$ cat config.mk
export PLATFORM = sky130hd
export DESIGN_NAME = mdu_hilo
export DESIGN_NICKNAME = d
export VERILOG_FILES = /design/src/rtl/mdu_pkg.sv /design/src/rtl/mdu_div_core.sv /design/src/rtl/mdu_hilo.sv
export SDC_FILE = /design/constraint.sdc
export NUM_CORES = 2
export LEC_CHECK = 0
export ABC_AREA = 1
export CAP_MARGIN = 10
export CORE_UTILIZATION = 45
export DETAILED_ROUTE_END_ITERATION = 16
export GPL_TIMING_DRIVEN = 0
export PLACE_DENSITY_LB_ADDON = 0.12
export SETUP_SLACK_MARGIN = 0.05
export SLEW_MARGIN = 15
export SYNTH_ARGS = -nofsm -noshare
export SYNTH_HDL_FRONTEND = slang
export SYNTH_SLANG_ARGS = --single-unit
$ cat constraint.sdc
create_clock -name clk -period 9.7 [get_ports clk]
set_input_delay 0.97 -clock clk [delete_from_list [all_inputs] [get_ports clk]]
set_output_delay 0.97 -clock clk [all_outputs]
set_load 0.05 [all_outputs]
$ cat src/rtl/mdu_pkg.sv
// Shared encodings for the HI/LO multiply/divide unit.
// Covers the op codes, the controller states and the default divide latency.
package mdu_pkg;

    localparam logic [2:0] OP_MULT  = 3'b000;
    localparam logic [2:0] OP_MULTU = 3'b001;
    localparam logic [2:0] OP_DIV   = 3'b010;
    localparam logic [2:0] OP_DIVU  = 3'b011;
    localparam logic [2:0] OP_MTHI  = 3'b100;
    localparam logic [2:0] OP_MTLO  = 3'b101;

    typedef enum logic [1:0] {
        ST_IDLE,
        ST_MUL,
        ST_DIV
    } state_e;

    localparam int DEF_WIDTH = 32;
    // One restoring iteration per operand bit, plus the sign-fix cycle.
    localparam int DIV_LAT   = DEF_WIDTH + 1;

    function automatic int div_lat(input int width);
        return width + 1;
    endfunction

endpackage

$ cat src/rtl/mdu_div_core.sv
// Iterative unsigned restoring divider: one quotient bit per step.
// finished rises once WIDTH steps have run since the last load.
module mdu_div_core
    import mdu_pkg::*;
#(
    parameter int WIDTH = 32
) (
    input  logic             clk,
    input  logic             reset,
    input  logic             load,
    input  logic             step,
    input  logic [WIDTH-1:0] dividend,
    input  logic [WIDTH-1:0] divisor,
    output logic [WIDTH-1:0] quotient,
    output logic [WIDTH-1:0] remainder,
    output logic             finished
);

    localparam int CW = $clog2(WIDTH + 1);

    logic [CW-1:0]    it_cnt;
    logic [WIDTH-1:0] rem_q;
    logic [WIDTH-1:0] quo_q;
    logic [WIDTH-1:0] dsr_q;
    logic [WIDTH:0]   shifted;
    logic [WIDTH:0]   diff;
    logic             take;

    // Partial remainder shifted left needs one extra bit before the trial subtract.
    assign shifted = {rem_q, quo_q[WIDTH-1]};
    assign take    = (shifted >= {1'b0, dsr_q});
    assign diff    = shifted - {1'b0, dsr_q};

    always_ff @(posedge clk or posedge reset) begin
        if (reset) begin
            it_cnt <= '0;
        end else if (load) begin
            it_cnt <= '0;
        end else if (step) begin
            it_cnt <= it_cnt + 1'b1;
        end
    end

    always_ff @(posedge clk) begin
        if (load) begin
            rem_q <= '0;
            quo_q <= dividend;
            dsr_q <= divisor;
        end else if (step) begin
            rem_q <= take ? diff[WIDTH-1:0] : shifted[WIDTH-1:0];
            quo_q <= {quo_q[WIDTH-2:0], take};
        end
    end

    assign quotient  = quo_q;
    assign remainder = rem_q;
    assign finished  = (it_cnt == CW'(WIDTH));

endmodule

$ cat src/rtl/mdu_hilo.sv
// Multi-cycle multiply/divide unit owning the HI/LO registers.
// HI/LO change only on MTHI/MTLO acceptance or on the single completion edge.
module mdu_hilo
    import mdu_pkg::*;
#(
    parameter int WIDTH   = 32,
    parameter int MUL_LAT = 5
) (
    input  logic             clk,
    input  logic             reset,
    input  logic             start,
    input  logic [2:0]       op,
    input  logic [WIDTH-1:0] A,
    input  logic [WIDTH-1:0] B,
    input  logic             flush,
    output logic             busy,
    output logic             done,
    output logic [WIDTH-1:0] hi,
    output logic [WIDTH-1:0] lo
);

    localparam int PW = 2 * WIDTH;
    localparam int CW = (MUL_LAT > 1) ? $clog2(MUL_LAT) : 1;
    localparam logic [CW-1:0] MUL_LAST = CW'(MUL_LAT - 1);

    state_e           state_q, state_d;
    logic [CW-1:0]    mul_cnt_q;
    logic             acc_mul, acc_div, wr_hi, wr_lo;
    logic             mul_fin, div_fin, div_step;
    logic             op_signed;

    logic signed [WIDTH:0] mul_a_p0, mul_b_p0;
    logic signed [PW-1:0]  mul_prod;
    logic [WIDTH-1:0]      div_a_p0;
    logic                  q_neg_p0, r_neg_p0, dz_p0;

    logic [WIDTH-1:0] quo, rem;
    logic             div_finished;

    function automatic logic [WIDTH-1:0] magnitude(input logic [WIDTH-1:0] v, input logic sgn);
        return (sgn && v[WIDTH-1]) ? (~v + 1'b1) : v;
    endfunction

    function automatic logic [WIDTH-1:0] apply_sign(input logic [WIDTH-1:0] v, input logic neg);
        return neg ? (~v + 1'b1) : v;
    endfunction

    assign op_signed = ~op[0];

    mdu_div_core #(.WIDTH(WIDTH)) u_div (
        .clk       (clk),
        .reset     (reset),
        .load      (acc_div),
        .step      (div_step),
        .dividend  (magnitude(A, op_signed)),
        .divisor   (magnitude(B, op_signed)),
        .quotient  (quo),
        .remainder (rem),
        .finished  (div_finished)
    );

    always_comb begin
        state_d  = state_q;
        acc_mul  = 1'b0;
        acc_div  = 1'b0;
        wr_hi    = 1'b0;
        wr_lo    = 1'b0;
        mul_fin  = 1'b0;
        div_fin  = 1'b0;
        div_step = 1'b0;
        case (state_q)
            ST_IDLE: begin
                if (start && !flush) begin
                    case (op)
                        OP_MULT, OP_MULTU: begin
                            acc_mul = 1'b1;
                            state_d = ST_MUL;
                        end
                        OP_DIV, OP_DIVU: begin
                            acc_div = 1'b1;
                            state_d = ST_DIV;
                        end
                        OP_MTHI: wr_hi = 1'b1;
                        OP_MTLO: wr_lo = 1'b1;
                        default: ;
                    endcase
                end
            end
            ST_MUL: begin
                if (flush) begin
                    state_d = ST_IDLE;
                end else if (mul_cnt_q == MUL_LAST) begin
                    mul_fin = 1'b1;
                    state_d = ST_IDLE;
                end
            end
            ST_DIV: begin
                if (flush) begin
                    state_d = ST_IDLE;
                end else if (div_finished) begin
                    div_fin = 1'b1;
                    state_d = ST_IDLE;
                end else begin
                    div_step = 1'b1;
                end
            end
            default: state_d = ST_IDLE;
        endcase
    end

    // Operands sign-extended by one bit so MULTU and MULT share the signed multiplier.
    assign mul_prod = PW'(mul_a_p0) * PW'(mul_b_p0);

    // Stage p0: operands and sign bookkeeping captured at acceptance.
    always_ff @(posedge clk) begin
        if (acc_mul) begin
            mul_a_p0 <= {op_signed & A[WIDTH-1], A};
            mul_b_p0 <= {op_signed & B[WIDTH-1], B};
        end
        if (acc_div) begin
            div_a_p0 <= A;
            q_neg_p0 <= op_signed & (A[WIDTH-1] ^ B[WIDTH-1]);
            r_neg_p0 <= op_signed & A[WIDTH-1];
            dz_p0    <= (B == '0);
        end
    end

    always_ff @(posedge clk or posedge reset) begin
        if (reset) begin
            state_q   <= ST_IDLE;
            mul_cnt_q <= '0;
            busy      <= 1'b0;
            done      <= 1'b0;
            hi        <= '0;
            lo        <= '0;
        end else begin
            state_q <= state_d;
            busy    <= (state_d != ST_IDLE);
            done    <= mul_fin | div_fin;
            if (acc_mul) begin
                mul_cnt_q <= '0;
            end else if (state_q == ST_MUL) begin
                mul_cnt_q <= mul_cnt_q + 1'b1;
            end
            if (wr_hi) hi <= A;
            if (wr_lo) lo <= A;
            if (mul_fin) begin
                hi <= mul_prod[PW-1:WIDTH];
                lo <= mul_prod[WIDTH-1:0];
            end
            // Divide by zero returns the untouched dividend, not its magnitude.
            if (div_fin) begin
                if (dz_p0) begin
                    hi <= div_a_p0;
                    lo <= '1;
                end else begin
                    hi <= apply_sign(rem, r_neg_p0);
                    lo <= apply_sign(quo, q_neg_p0);
                end
            end
        end
    end

endmodule

==> flow_summary_export.csv <==
group,metric,value,unit
cts,clk_path_buf_depth,3,
cts,cts_tree,"built",
hold_path,holdPathEnd,"u_div.remainder[0]$_SDFFE_PP0P_",
routing,ant_nets,0,
status,status,"complete, no violations",
routing,routed_via_density,5.31,
yosys,synth_edf_count,165,
yosys,synthXorXnorAreaFrac,0.0192,
timing,rsz0062_at_grt,"no",
routing,wirelength,243000,um
cts,cts.sinks,274,
critical_path,path_max_fanout,10,
finish,layout.nets,9126,
placed_design,gp_congestion,1.05,
global_routing,grtUsageTotal,0.383,
critical_path,cp.required,10.23,ns
hold_path,min_from,"u_div.remainder[0]$_SDFFE_PP0P_",
placed_design,portBuffers,136,
cts,ctsHtreeMaxLevel,1,
yosys,ys.flop_type,"edfxtp_1",
routing,drc,0,
critical_path,cp_common_cell,"fa_1",
timing,whs,0.487,ns
yosys,async_flop_share,0.281,
timing,fin_tns_setup,0,ns
yosys,netlist-cell-type-count,55,
critical_path,cp_slowest_cell,"clkbuf_1",
timing,setup_violations,0,
yosys,ys_seq_area_frac,0.131,
global_routing,first_global_vias,51900,
timing,fin_crit_sh,0.981,
yosys,syn_nets,8945,
timing,fmax,105,MHz
timing,max_slew_margin,0.125,
yosys,synth_top_area_cell,"fa_1",
die,core-area,126000,sq um
yosys,synth_top_area_share,0.392,
critical_path,cp_data_arrival_time,10.04,ns
yosys,synth-adder-area-share,0.447,
timing,maxSlewViolCount,0,
placed_design,dp_hpwl,208000,um
yosys,synth_warnings,0,
finish,syn_to_final_growth,8.14,%
global_routing,grt_max_degree,53,
die,io_pins,137,
critical_path,ff2ff_path_depth,29,
die,placement_rows,130,
cts,cts-root-buf,"clkbuf_16",
yosys,synthSimpleGateAreaFrac,0.195,
critical_path,reg2reg_slack,0.19,ns
critical_path,crit-reg2reg-capture,"hi[25]$_DFFE_PP0P_",
hold_path,hold_path_depth,2,
critical_path,start_kind,"flop",
die,die_x,359,um
placed_design,post_dp_cell_area,61100,sq um
die,initial_core_util,0.456,
timing,finalWorstPathRequiredPeriod,9.51,ns
critical_path,slowest_delay,0.91,ns
critical_path,path_class,"reg -> reg",
timing,worst_slew_pin_slew,1.31,ns
yosys,synthesis.instances,7496,
run,drv_cap,0,
yosys,synth_top_family_by_area,"adder cells",
global_routing,antenna_found_initial,7,
critical_path,end_kind,"flop",
yosys,synthMuxAreaShare,0,
routing,drt-initial-drc-count,4750,
yosys,yosys-top-cells-area,"fa_1 39%, inv_1 14%, nand2_1 13%, edfxtp_1 8.6%, ha_1 5.5%",
die,dieArea,129000,sq um
routing,routedWlPerCell,26.0,um
yosys,syn_area_per_cell,7.67,sq um
timing,skew,0.0202,ns
cts,cts_buffers,29,
hold_path,hold_path_class,"reg -> reg",
cts,clk_latency,0.62,ns
finish,finalInstanceArea,62100,sq um
routing,vias,49700,
cts,clk_pin_slew,0.07,ns
global_routing,overflow,0,
finish,drive_gt1_frac,0.0206,
die,dieHeight,359,um
yosys,syn-cell-area,57500,sq um
yosys,synth_most_common_cell,"inv_1",
timing,hold_violations,0,
yosys,ys_ff_latch,274,
yosys,synth-compound-area-share,0.0479,
routing,dr.pass1.iters,6,
yosys,synthTopCellsByCount,"2084 x inv_1, 2005 x nand2_1, 1126 x fa_1, 356 x nor2_1, 312 x clkbuf_1",
global_routing,grt_pass1_wl,356000,um
finish,post-route-util,0.493,
critical_path,r2r_start,"mul_b_p0[15]$_DFFE_PP_",
-- worst max-delay path, delay by kind of cell (launching register included) --
family / cells / cell delay [ns]
AO/OA/AOI/OAI: 1 / 0.16
adder cells (fa/ha/maj): 9 / 4.67
buffers and inverters: 8 / 2.00
flip-flops: 1 / 0.44
AND/OR/NAND/NOR: 11 / 2.15
-- cell families after synthesis --
family / count (synthesis)
buf+inv: 2432
compound gates: 509
flops: 274
simple gates: 2777
xor+xnor: 126
fa+ha+maj: 1378
-- metrics by stage --
stage	worst slack (ns)	cells
finish	0.189	9354
global route	0.0576	9350
CTS	0.178	9350
detailed placement	-0.197	9294
global placement	-1.15	9282
floorplan	2.43	7496
-- final cells by class --
| type | count | area (sq um) |
|---|---|---|
| fillers | 12800 | 63900 |
| multi-input cells | 4790 | 40800 |
| inverters | 2094 | 7870 |
| flip-flops and latches | 274 | 7520 |
| well taps | 1650 | 2060 |
| repair buffers | 153 | 1570 |
| plain buffers | 335 | 1340 |
| clock buffers | 36 | 805 |
| clock inverters | 18 | 190 |
| diodes | 4 | 10.0 |
-- what timing repair did --
action / in CTS / in global routing
gates resized for setup: 4 / 16
setup endpoints to repair: 8 / 17
setup buffers: 2 / 3
hold buffers: 0 / 0
-- how the worst max path moves through the flow --
stage                           startpoint                  endpoint  cells past startpoint
CTS                  mul_b_p0[8]$_DFFE_PP_        hi[25]$_DFFE_PP0P_                     31
global placement                     flush  mul_cnt_q[1]$_DFFE_PP0P_                      7
finish              mul_b_p0[15]$_DFFE_PP_        hi[25]$_DFFE_PP0P_                     29
detailed placement   mul_b_p0[8]$_DFFE_PP_        hi[25]$_DFFE_PP0P_                     31
global route        mul_a_p0[16]$_DFFE_PP_         hi[1]$_DFFE_PP0P_                     29
floorplan           mul_a_p0[32]$_DFFE_PP_        hi[26]$_DFFE_PP0P_                     30
-- flip-flops by register name (all words and copies together) (netlist names), 32 cells and up --
signal	count
hi	32
u_div.quotient	32
lo	32
mul_b_p0	33
div_a_p0	32
u_div.remainder	32
mul_a_p0	33
u_div.dsr_q	32
-- placed cells by master (no fill, tap or decap), types with 18 or more instances in the layout --
cell type        instances
fa_1                  1125
clkbuf_16               31
dfrtp_1                 77
ha_1                   252
inv_1                 2081
o211ai_1                20
edfxtp_1               165
nand3_1                262
nor2_1                 356
xnor2_1                 38
nor3_1                  37
o21ai_1                 18
buf_2                   18
nand2_1               2004
nand4_1                 32
dfxtp_1                 32
nand3b_1                18
xor2_1                  88
clkbuf_1               302
o21ai_0                195
a21oi_1                213
clkdlybuf4s50_1        136
-- routing by layer --
layer | track usage | up-vias | routed length [um]
li1 | - | 22000 | -
met3 | 0.0654 | 549 | 20300
met1 | 0.490 | 24900 | 94800
met4 | 0.203 | 4 | 15600
met5 | 0 | - | 47
met2 | 0.621 | 2241 | 112000
Power is left out: the tool's default activity adds up to more than one toggle a clock period on the data nets, which glitch-free logic cannot reach.
